### src/rtl/mlam_pkg.sv
// mlam_pkg: shared mode encoding, sizing and lane-packing helpers for the multiplier
package mlam_pkg;

  localparam logic MODE_EXACT  = 1'b0;
  localparam logic MODE_APPROX = 1'b1;

  // number of product columns for a given operand width
  function automatic int cols(input int w);
    return 2 * w;
  endfunction

  // bit offset of lane c when each lane occupies w bits
  function automatic int lane_off(input int c, input int w);
    return c * w;
  endfunction

  // three-input majority gate; maj(x,y,0)=AND, maj(x,y,1)=OR
  function automatic logic maj(input logic x, input logic y, input logic z);
    return (x & y) | (x & z) | (y & z);
  endfunction

endpackage

### src/rtl/mlam_lane_mult.sv
// mlam_lane_mult: one lane, pp generation/low-column OR (front) and final compression (back)
module mlam_lane_mult
  import mlam_pkg::*;
#(
  parameter int WIDTH       = 8,
  parameter int APPROX_COLS = 6,
  parameter int SPLIT       = WIDTH / 2
) (
  input  logic [WIDTH-1:0]         a_i,
  input  logic [WIDTH-1:0]         b_i,
  input  logic                     mode_i,
  output logic [3*cols(WIDTH)-1:0] part_o,
  input  logic [3*cols(WIDTH)-1:0] part_i,
  output logic [cols(WIDTH)-1:0]   p_o
);

  localparam int PW = cols(WIDTH);

  logic [PW-1:0] hi0, hi1, lo, row;
  logic          pp, approx;

  assign approx = mode_i == MODE_APPROX;

  // rows below SPLIT and rows from SPLIT up are summed separately; the
  // approximated low columns are OR-ed and kept apart so no carry leaves them
  always_comb begin
    hi0 = '0;
    hi1 = '0;
    lo  = '0;
    row = '0;
    pp  = 1'b0;
    for (int j = 0; j < WIDTH; j++) begin
      row = '0;
      for (int i = 0; i < WIDTH; i++) begin
        pp = maj(a_i[i], b_i[j], 1'b0);
        if (approx && (i + j) < APPROX_COLS) lo[i+j] = maj(lo[i+j], pp, 1'b1);
        else row[i+j] = pp;
      end
      if (j < SPLIT) hi0 = hi0 + row;
      else hi1 = hi1 + row;
    end
  end

  assign part_o = {lo, hi1, hi0};

  // hi parts are multiples of 2^APPROX_COLS in approx mode, so adding lo never carries
  assign p_o = part_i[PW-1:0] + part_i[2*PW-1:PW] + part_i[3*PW-1:2*PW];

endmodule

### src/rtl/mlam_mult_pipe.sv
// mlam_mult_pipe: multi-lane pipelined exact/approximate multiplier with global-stall handshake
module mlam_mult_pipe
  import mlam_pkg::*;
#(
  parameter int WIDTH       = 8,
  parameter int NCH         = 3,
  parameter int APPROX_COLS = 6,
  parameter int STAGES      = 2
) (
  input  logic                     clk,
  input  logic                     rst,
  input  logic                     in_valid,
  output logic                     in_ready,
  input  logic                     in_mode,
  input  logic [NCH*WIDTH-1:0]     in_a,
  input  logic [NCH*WIDTH-1:0]     in_b,
  output logic                     out_valid,
  input  logic                     out_ready,
  output logic [NCH*2*WIDTH-1:0]   out_p,
  output logic [NCH*WIDTH-1:0]     out_msb,
  output logic                     out_mode,
  output logic [31:0]              beat_count
);

  localparam int PW = cols(WIDTH);
  localparam int LW = 3 * PW;
  localparam int N  = STAGES + 1;

  logic [NCH*LW-1:0] front_w;
  logic [NCH*LW-1:0] data_q [N];
  logic [N-1:0]      vld_q, mode_q;
  logic [31:0]       cnt_q, cnt_d;
  logic              adv;

  assign adv        = !vld_q[N-1] || out_ready;
  assign in_ready   = adv;
  assign out_valid  = vld_q[N-1];
  assign out_mode   = mode_q[N-1];
  assign beat_count = cnt_q;
  assign cnt_d      = cnt_q + ((out_valid && out_ready) ? 32'd1 : 32'd0);

  for (genvar c = 0; c < NCH; c++) begin : g_lane
    mlam_lane_mult #(
      .WIDTH       (WIDTH),
      .APPROX_COLS (APPROX_COLS)
    ) u_lane (
      .a_i    (in_a[lane_off(c, WIDTH) +: WIDTH]),
      .b_i    (in_b[lane_off(c, WIDTH) +: WIDTH]),
      .mode_i (in_mode),
      .part_o (front_w[lane_off(c, LW) +: LW]),
      .part_i (data_q[N-1][lane_off(c, LW) +: LW]),
      .p_o    (out_p[lane_off(c, PW) +: PW])
    );
    assign out_msb[lane_off(c, WIDTH) +: WIDTH] = out_p[lane_off(c, PW) + WIDTH +: WIDTH];
  end

  // stage registers advance together; data only moves with a valid beat so
  // operands of idle cycles never reach the outputs
  always_ff @(posedge clk or posedge rst) begin
    if (rst) begin
      vld_q  <= '0;
      mode_q <= {N{MODE_EXACT}};
      cnt_q  <= '0;
      for (int s = 0; s < N; s++) data_q[s] <= '0;
    end else begin
      cnt_q <= cnt_d;
      if (adv) begin
        vld_q <= {vld_q[N-2:0], in_valid};
        if (in_valid) begin
          data_q[0] <= front_w;
          mode_q[0] <= in_mode;
        end
        for (int s = 1; s < N; s++) begin
          if (vld_q[s-1]) begin
            data_q[s] <= data_q[s-1];
            mode_q[s] <= mode_q[s-1];
          end
        end
      end
    end
  end

endmodule

### config.mk
export PLATFORM = sky130hd
export DESIGN_NAME = mlam_mult_pipe
export DESIGN_NICKNAME = d
export VERILOG_FILES = /design/src/rtl/mlam_pkg.sv /design/src/rtl/mlam_lane_mult.sv /design/src/rtl/mlam_mult_pipe.sv
export SDC_FILE = /design/constraint.sdc
export NUM_CORES = 1
export LEC_CHECK = 0
export CAP_MARGIN = 30
export CORE_MARGIN = 4
export CORE_UTILIZATION = 40
export CTS_CLUSTER_DIAMETER = 200
export CTS_CLUSTER_SIZE = 40
export DETAILED_ROUTE_END_ITERATION = 7
export SYNTH_ARGS = -nofsm -noshare
export SYNTH_HDL_FRONTEND = slang
export SYNTH_SLANG_ARGS = --single-unit
export TNS_END_PERCENT = 50
### constraint.sdc
create_clock -name clk -period 31.4 [get_ports clk]
set_input_delay 6.28 -clock clk [delete_from_list [all_inputs] [get_ports clk]]
set_output_delay 6.28 -clock clk [all_outputs]
set_load 0.05 [all_outputs]
Word-level counts from Yosys, hierarchy flattened:

Index checks and enable logic that the tools add are counted.

* input bits: 53
* flip-flop bits (word level): 380
* logic and storage cells: 493
* output and inout bits: 107

* $add $sub $neg: 25
* bitwise logic cells: 327
* multiplexer cells: 127
* reductions and logical operators: 6

Operator list (count)
* 1-bit bitwise AND: 237
* 1-bit two-way mux: 127
* 1-bit OR: 90
* 16-bit by 10-bit adder with 16-bit output: 3
* 16-bit by 11-bit adder with 16-bit output: 3
* 16-bit by 14-bit adder with 16-bit output: 3
* 16-bit by 15-bit adder with 16-bit output: 3
* 16-bit adder: 3
* 16-bit by 6-bit adder with 16-bit output: 3
* 12-bit by 13-bit adder with 14-bit output: 3
* 32-bit by 1-bit adder with 32-bit output: 1
* 8-bit by 9-bit adder with 10-bit output: 3
* 2-bit AND reduction: 3
* 1-bit logical AND: 1
* 1-bit zero test: 1
* 1-bit logical OR: 1

Depth between registers and ports, before layout:

Gate-level depths: netlist (run 1).

* depth after elaboration: 22
* depth in mapped cells: 20

Cells and area by module:

A second synthesis (run 1) with hierarchy kept.

* cells, all modules: 2297
* area, all modules: 27283.7 µm²

Modules (own cells, without submodules)
* mlam_mult_pipe: cells each 1085, area each 17812.1 µm², sequential area each 11761.3 µm², instances 1
* mlam_lane_mult (g_lane[1].u_lane): cells each 415, area each 3215.6 µm², sequential area each 0.0 µm², instances 1
* mlam_lane_mult (g_lane[2].u_lane): cells each 402, area each 3141.8 µm², sequential area each 0.0 µm², instances 1
* mlam_lane_mult (g_lane[0].u_lane): cells each 395, area each 3114.2 µm², sequential area each 0.0 µm², instances 1

Least setup slack after synthesis (run 1):

OpenSTA, ideal clock, no wires.

* kind: input-to-output
* start: input out_ready
* end: output in_ready
* arrival: 6659 ps
* cell stages on the path: 2
* setup slack: 18461 ps
* cell sequence: nand2b_1 > buf_2

* word-level cells in the longest chain between the ends: 1

Ends and longest elaborated chain
* start, declared: RTL line mlam_mult_pipe.sv:18 `input logic out_ready,`
* 1-bit logical OR: RTL line mlam_mult_pipe.sv:35 `assign adv = !vld_q[N-1] || out_ready;`
* end, declared: RTL line mlam_mult_pipe.sv:13 `output logic in_ready,`

Every way passes these cells.

Final worst setup path (run 1):

Ends and elaborated chain as after synthesis.

==> reports/results.ini, run 1 <==
[place]
placed_cells=2661
place_area_um2=21800
io_buffers=159
place_congestion=0.783
dp_hpwl_um=32500

[layout]
nets=2299
instances_no_fill=2673
area_delta_synth_final_pct=11.9
antenna_cells=0
final_common_cell=dfrtp_1
drive_gt1_share_pct=11.3
final_cell_mix=dfrtp_1, nand2_1, mux2_2, ha_1, clkdlybuf4s50_1
finalInstanceArea_um2=22100

[clocking]
hold_buffers=0
clock_sinks=308
cts_made_buffers=11
cts_root_buf=clkbuf_16
insertion_delay_ns=0.50
cts_buffer_depth=3
cts_resized=0
cts.clk_slew.worst_paths_ns=0.13
h-tree-depth=1
post_cts_buffers=0
cts_tree=yes

[synth]
synth_flop_cell=dfrtp_1
async_flop_share_pct=100
synthDistinctLibCells=62
yosys.area.top_type=dfrtp_1
syn_nets=2220
synth_area_leaders=dfrtp_1, ha_1, mux2_2
yosysWarnings=0
synth_top_area_share_pct=39.0
synthCells=1931
synth_area_um2=19800
ys_seq_area_share_pct=39.0
ys_ff_latch=308
syn_avg_cell_area_um2=10.2
synth-edff-count=0

[grt]
grt.total_usage_pct=15.9
antenna_found_initial=1
grt_busiest_layer=met1
grt_pass1_vias=13400
grt_pass1_wl_um=70800
met3_usage_pct=1.52
grt_max_degree=98
overflow=0
met2_usage_pct=23.0
use_met1_pct=25.9

[timing]
finClkSkew_ns=0.0187
hold_slack_ns=0.489
rsz0062_at_grt=no
period_minus_slack_ns=14.35
setup_tns_ns=0
period_share_pct=45.7
finalSetupViolCount=0
fmax_mhz=69.7
slew_headroom_pct=40.3
worst_pin_slew_ns=0.895
maxSlewViolCount=0
hold_viol=0

[detailed_routing]
via_count=13400
drt-pass1-iter-count=5
antenna_left=0
first_iter_violations=779
viasPerCell=5.01
wirelength_um=42300
drc=0
wl_per_cell_um=15.8

[floorplanning]
core_um2=49000
die_x_um=230
die_area_um2=53100
core.rowCount=81
initial_core_util_pct=40.4
io_pins=160
dieHeight_um=230

[worst_setup_path]
setup.worst_path.start_class=input pin
crit_fanout=8
crit_type=input pin to output port
cp.arrival_ns=8.07
crit_required_ns=25.12
end_kind=output port

[power]
p_leak_uw=0.0107
internal-power_uw=1160
power.density_nw_per_um2=103
ir_drop_mv=0.0835
power_frac_clock_pct=7.8
power_switching_uw=1130
comb_power_share_pct=64.4
seqPwrFrac_pct=27.8
swShare_pct=49.2

[run]
timing.max_cap.violations=0

[hold_path]
hold_class=flop to flop

[status]
status=completed

## power by group through the flow
stage / sequential (uW) / clock (uW) / combinational [uW]
global placement: 641 / 0 / 1460
CTS: 637 / 188 / 1490
floorplan: 624 / 0 / 1120
finish: 636 / 179 / 1470
global route: 656 / 201 / 1580
detailed placement: 647 / 0 / 1480
## critical path, cell delays in order
cell	delay, ns
clkdlybuf4s50_1	0.46
nand2b_1	0.42
clkdlybuf4s50_1	0.90
## through the flow
step / utilization (%) / worst slack, ns / total power (uW)
3_5_place_dp: 44.6 / 17.06 / 2130
5_1_grt: 45.2 / 17.01 / 2430
6_report: 45.2 / 17.05 / 2290
2_1_floorplan: - / 16.60 / 1740
3_3_place_gp: 44.5 / 17.07 / 2100
4_1_cts: 45.2 / 17.05 / 2310
## state kept, by name (all words and copies together) (netlist names)
name and cells:
vld_q 3, mode_q 3, data_q 270, beat_count 32
## final cells by class
| type | instances | area [um^2] |
|---|---|---|
| fillers | 4597 | 26800 |
| multi-input cells | 1415 | 11200 |
| flip-flops and latches | 308 | 7710 |
| repair buffers | 168 | 1700 |
| well taps | 664 | 831 |
| inverters | 106 | 405 |
| clock buffers | 11 | 275 |
| clock inverters | 1 | 16.3 |
## worst paths after layout
kind,startpoint,end,slack (ns),cells after the start
max,out_ready,in_ready,17.05,3
max reg2reg,vld_q[2],data_q[372],28.83,6
max in group asynchronous,rst,data_q[363],23.71,3
min,data_q[392],data_q[392],0.49,2
min in group asynchronous,rst,beat_count[27],6.25,2
min reg2reg,data_q[392],data_q[392],0.49,2
## synthesized netlist by cell type, types with 7 or more instances
| master | number |
|---|---|
| nand2_1 | 296 |
| ha_1 | 179 |
| nand3_1 | 28 |
| mux2_2 | 182 |
| a31oi_1 | 10 |
| inv_1 | 106 |
| nand4_1 | 7 |
| o21ai_1 | 27 |
| dfrtp_1 | 308 |
| o21a_1 | 7 |
| and3_1 | 8 |
| nor2b_1 | 30 |
| a21o_1 | 37 |
| o31ai_1 | 7 |
| xnor2_1 | 96 |
| a211oi_1 | 7 |
| and2_1 | 89 |
| buf_2 | 27 |
| nor2_1 | 65 |
| xor2_1 | 33 |
| clkbuf_1 | 50 |
| o21bai_1 | 10 |
| o21ai_0 | 63 |
| nor3_1 | 21 |
| a22oi_1 | 12 |
| a21oi_1 | 73 |
| fa_1 | 57 |
| buf_4 | 24 |
## per-layer routing
layer  wire, um  up-vias
li1           -     6697
met4        489        2
met1      23100     6469
met3       1420       27
met5         13        -
met2      17200      189
## kinds of logic (layout without fill, tap and decap cells)
logic type                 count (synthesis)  after routing  synth area share, %
and+or+nand+nor                          575            575                 13.7
muxes                                    182            182                 10.4
AOI/OAI and AO/OA                        293            293                 9.57
xor gates and xnor gates                 129            129                 5.71
buffers and inverters                    208            286                 4.58
adders and majority gates                236            236                 17.1
DFF                                      308            308                 39.0
Power figures use the tool's default switching activity.
==> run 2: changes to the inputs <==
- clock period: 31.4 -> 13.02 ns (I/O delays scaled with it)
==> reports/results.ini, run 2 (synthesized netlist as in run 1, its figures left out) <==
[layout]
drive_gt1_share_pct=11.4  ; was 11.3%
largest_reg_flops=270  ; unchanged
final_common_cell=dfrtp_1  ; unchanged
final_cell_mix=dfrtp_1, nand2_1, mux2_2, ha_1, clkdlybuf4s50_1  ; unchanged
nets=2300  ; was 2299
top_register=data_q  ; unchanged
antenna_cells=0  ; unchanged
area_delta_synth_final_pct=12.0  ; was 11.9%
instances_no_fill=2674  ; was 2673

[detailed_routing]
first_iter_violations=845  ; was 779
drc=0  ; unchanged
via_count=13500  ; was 13400
antenna_left=0  ; unchanged
wirelength_um=42900  ; was 42300 um
viasPerCell=5.03  ; was 5.01
wl_per_cell_um=16.0  ; was 15.8 um
drt-pass1-iter-count=7  ; was 5

[status]
status=completed  ; unchanged

[power]
p_leak_uw=0.0107  ; about the same
power.density_nw_per_um2=249  ; was 103 nW/um^2
ir_drop_mv=0.250  ; was 0.0835 mV

[place]
placed_cells=2660  ; was 2661
io_buffers=159  ; unchanged
dp_hpwl_um=32800  ; was 32500 um
place_congestion=0.815  ; was 0.783

[timing]
rsz0062_at_grt=no  ; unchanged
maxSlewViolCount=0  ; unchanged
hold_viol=0  ; unchanged
finClkSkew_ns=0.0155  ; was 0.0187 ns
worst_pin_slew_ns=0.804  ; was 0.895 ns
slew_headroom_pct=46.3  ; was 40.3%
fmax_mhz=141
setup_tns_ns=0  ; unchanged
finalSetupViolCount=0  ; unchanged
period_minus_slack_ns=7.11
period_share_pct=54.6

[clocking]
insertion_delay_ns=0.50  ; about the same
cts_tree=yes  ; unchanged
cts_buffer_depth=3  ; unchanged
hold_buffers=0  ; unchanged
cts_resized=0  ; unchanged
cts.clk_slew.worst_paths_ns=0.14  ; was 0.13 ns
h-tree-depth=1  ; unchanged
cts_made_buffers=11  ; unchanged
post_cts_buffers=0  ; unchanged
cts_root_buf=clkbuf_16  ; unchanged
clock_sinks=308  ; unchanged

[floorplanning]
initial_core_util_pct=40.4  ; unchanged
dieHeight_um=230  ; unchanged
core.rowCount=81  ; unchanged
io_pins=160  ; unchanged
die_x_um=230  ; unchanged
core_um2=49000  ; unchanged
die_area_um2=53100  ; unchanged

[hold_path]
hold_class=flop to flop  ; unchanged

[grt]
overflow=0  ; unchanged
grt_pass1_wl_um=70900  ; was 70800 um
grt_pass1_vias=13200  ; was 13400
grt_max_degree=105  ; was 98
grt.total_usage_pct=15.9  ; about the same
antenna_found_initial=1  ; unchanged

[worst_setup_path]
end_kind=output port  ; unchanged
crit_type=input pin to output port  ; unchanged
setup.worst_path.start_class=input pin  ; unchanged
crit_fanout=8  ; unchanged
crit_required_ns=10.42  ; was 25.12 ns
cp.arrival_ns=4.50  ; was 8.07 ns

[run]
timing.max_cap.violations=0  ; unchanged

## run 2: cell type report
type / instances / area (um^2)
inverter: 106 / 405
sequential: 308 / 7710
tap: 664 / 831
fill: 4611 / 26800
clock buffer: 11 / 275
multi-input combinational: 1415 / 11200
clock inverter: 1 / 16.3
timing repair buffer: 169 / 1720
## run 2: worst paths after layout
path	from	cells after the start	endpoint	slack (ns)
max in group asynchronous	rst	5	data_q[359]	8.65
setup / recovery	out_ready	3	in_ready	5.91
hold / removal	beat_count[31]	1	beat_count[31]	0.48
hold reg to reg	beat_count[31]	1	beat_count[31]	0.48
setup reg to reg	vld_q[2]	6	data_q[372]	10.09
min in group asynchronous	rst	2	beat_count[27]	2.59
## run 2: power by group
part / leakage [uW] / internal [uW] / switching, uW
clock: 0.000142 / 157 / 276
combinational: 0.00664 / 1340 / 2210
sequential: 0.00393 / 1310 / 232
total: 0.0107 / 2800 / 2710
## run 2: worst max-delay path, stage by stage
cell             delay [ns]
clkdlybuf4s50_1        0.46
nand2b_1               0.51
clkdlybuf4s50_1        0.93
## run 2: metrics by stage
step / instance area (um^2) / setup WS [ns] / total power (uW) / utilization (%) / hold slack [ns]
2_1_floorplan: 19800 / 1.90 / 4200 / - / 0.435
3_3_place_gp: 21800 / 5.92 / 5070 / 44.5 / 0.457
3_5_place_dp: 21800 / 5.73 / 5130 / 44.5 / 0.463
4_1_cts: 22100 / 5.91 / 5570 / 45.1 / 0.486
5_1_grt: 22100 / 5.88 / 5870 / 45.2 / 0.511
6_report: 22100 / 5.91 / 5520 / 45.2 / 0.477
## run 2: per-layer routing
layer / track usage (%) / part of all wire [%] / vias to the layer above / routed length (um)
met4: 2.34 / 1.1 / 2 / 488
met2: 22.5 / 40 / 218 / 17200
met5: 0 / 0.030 / - / 13
met3: 1.76 / 4.1 / 29 / 1760
met1: 26.5 / 55 / 6528 / 23400
li1: - / - / 6686 / -
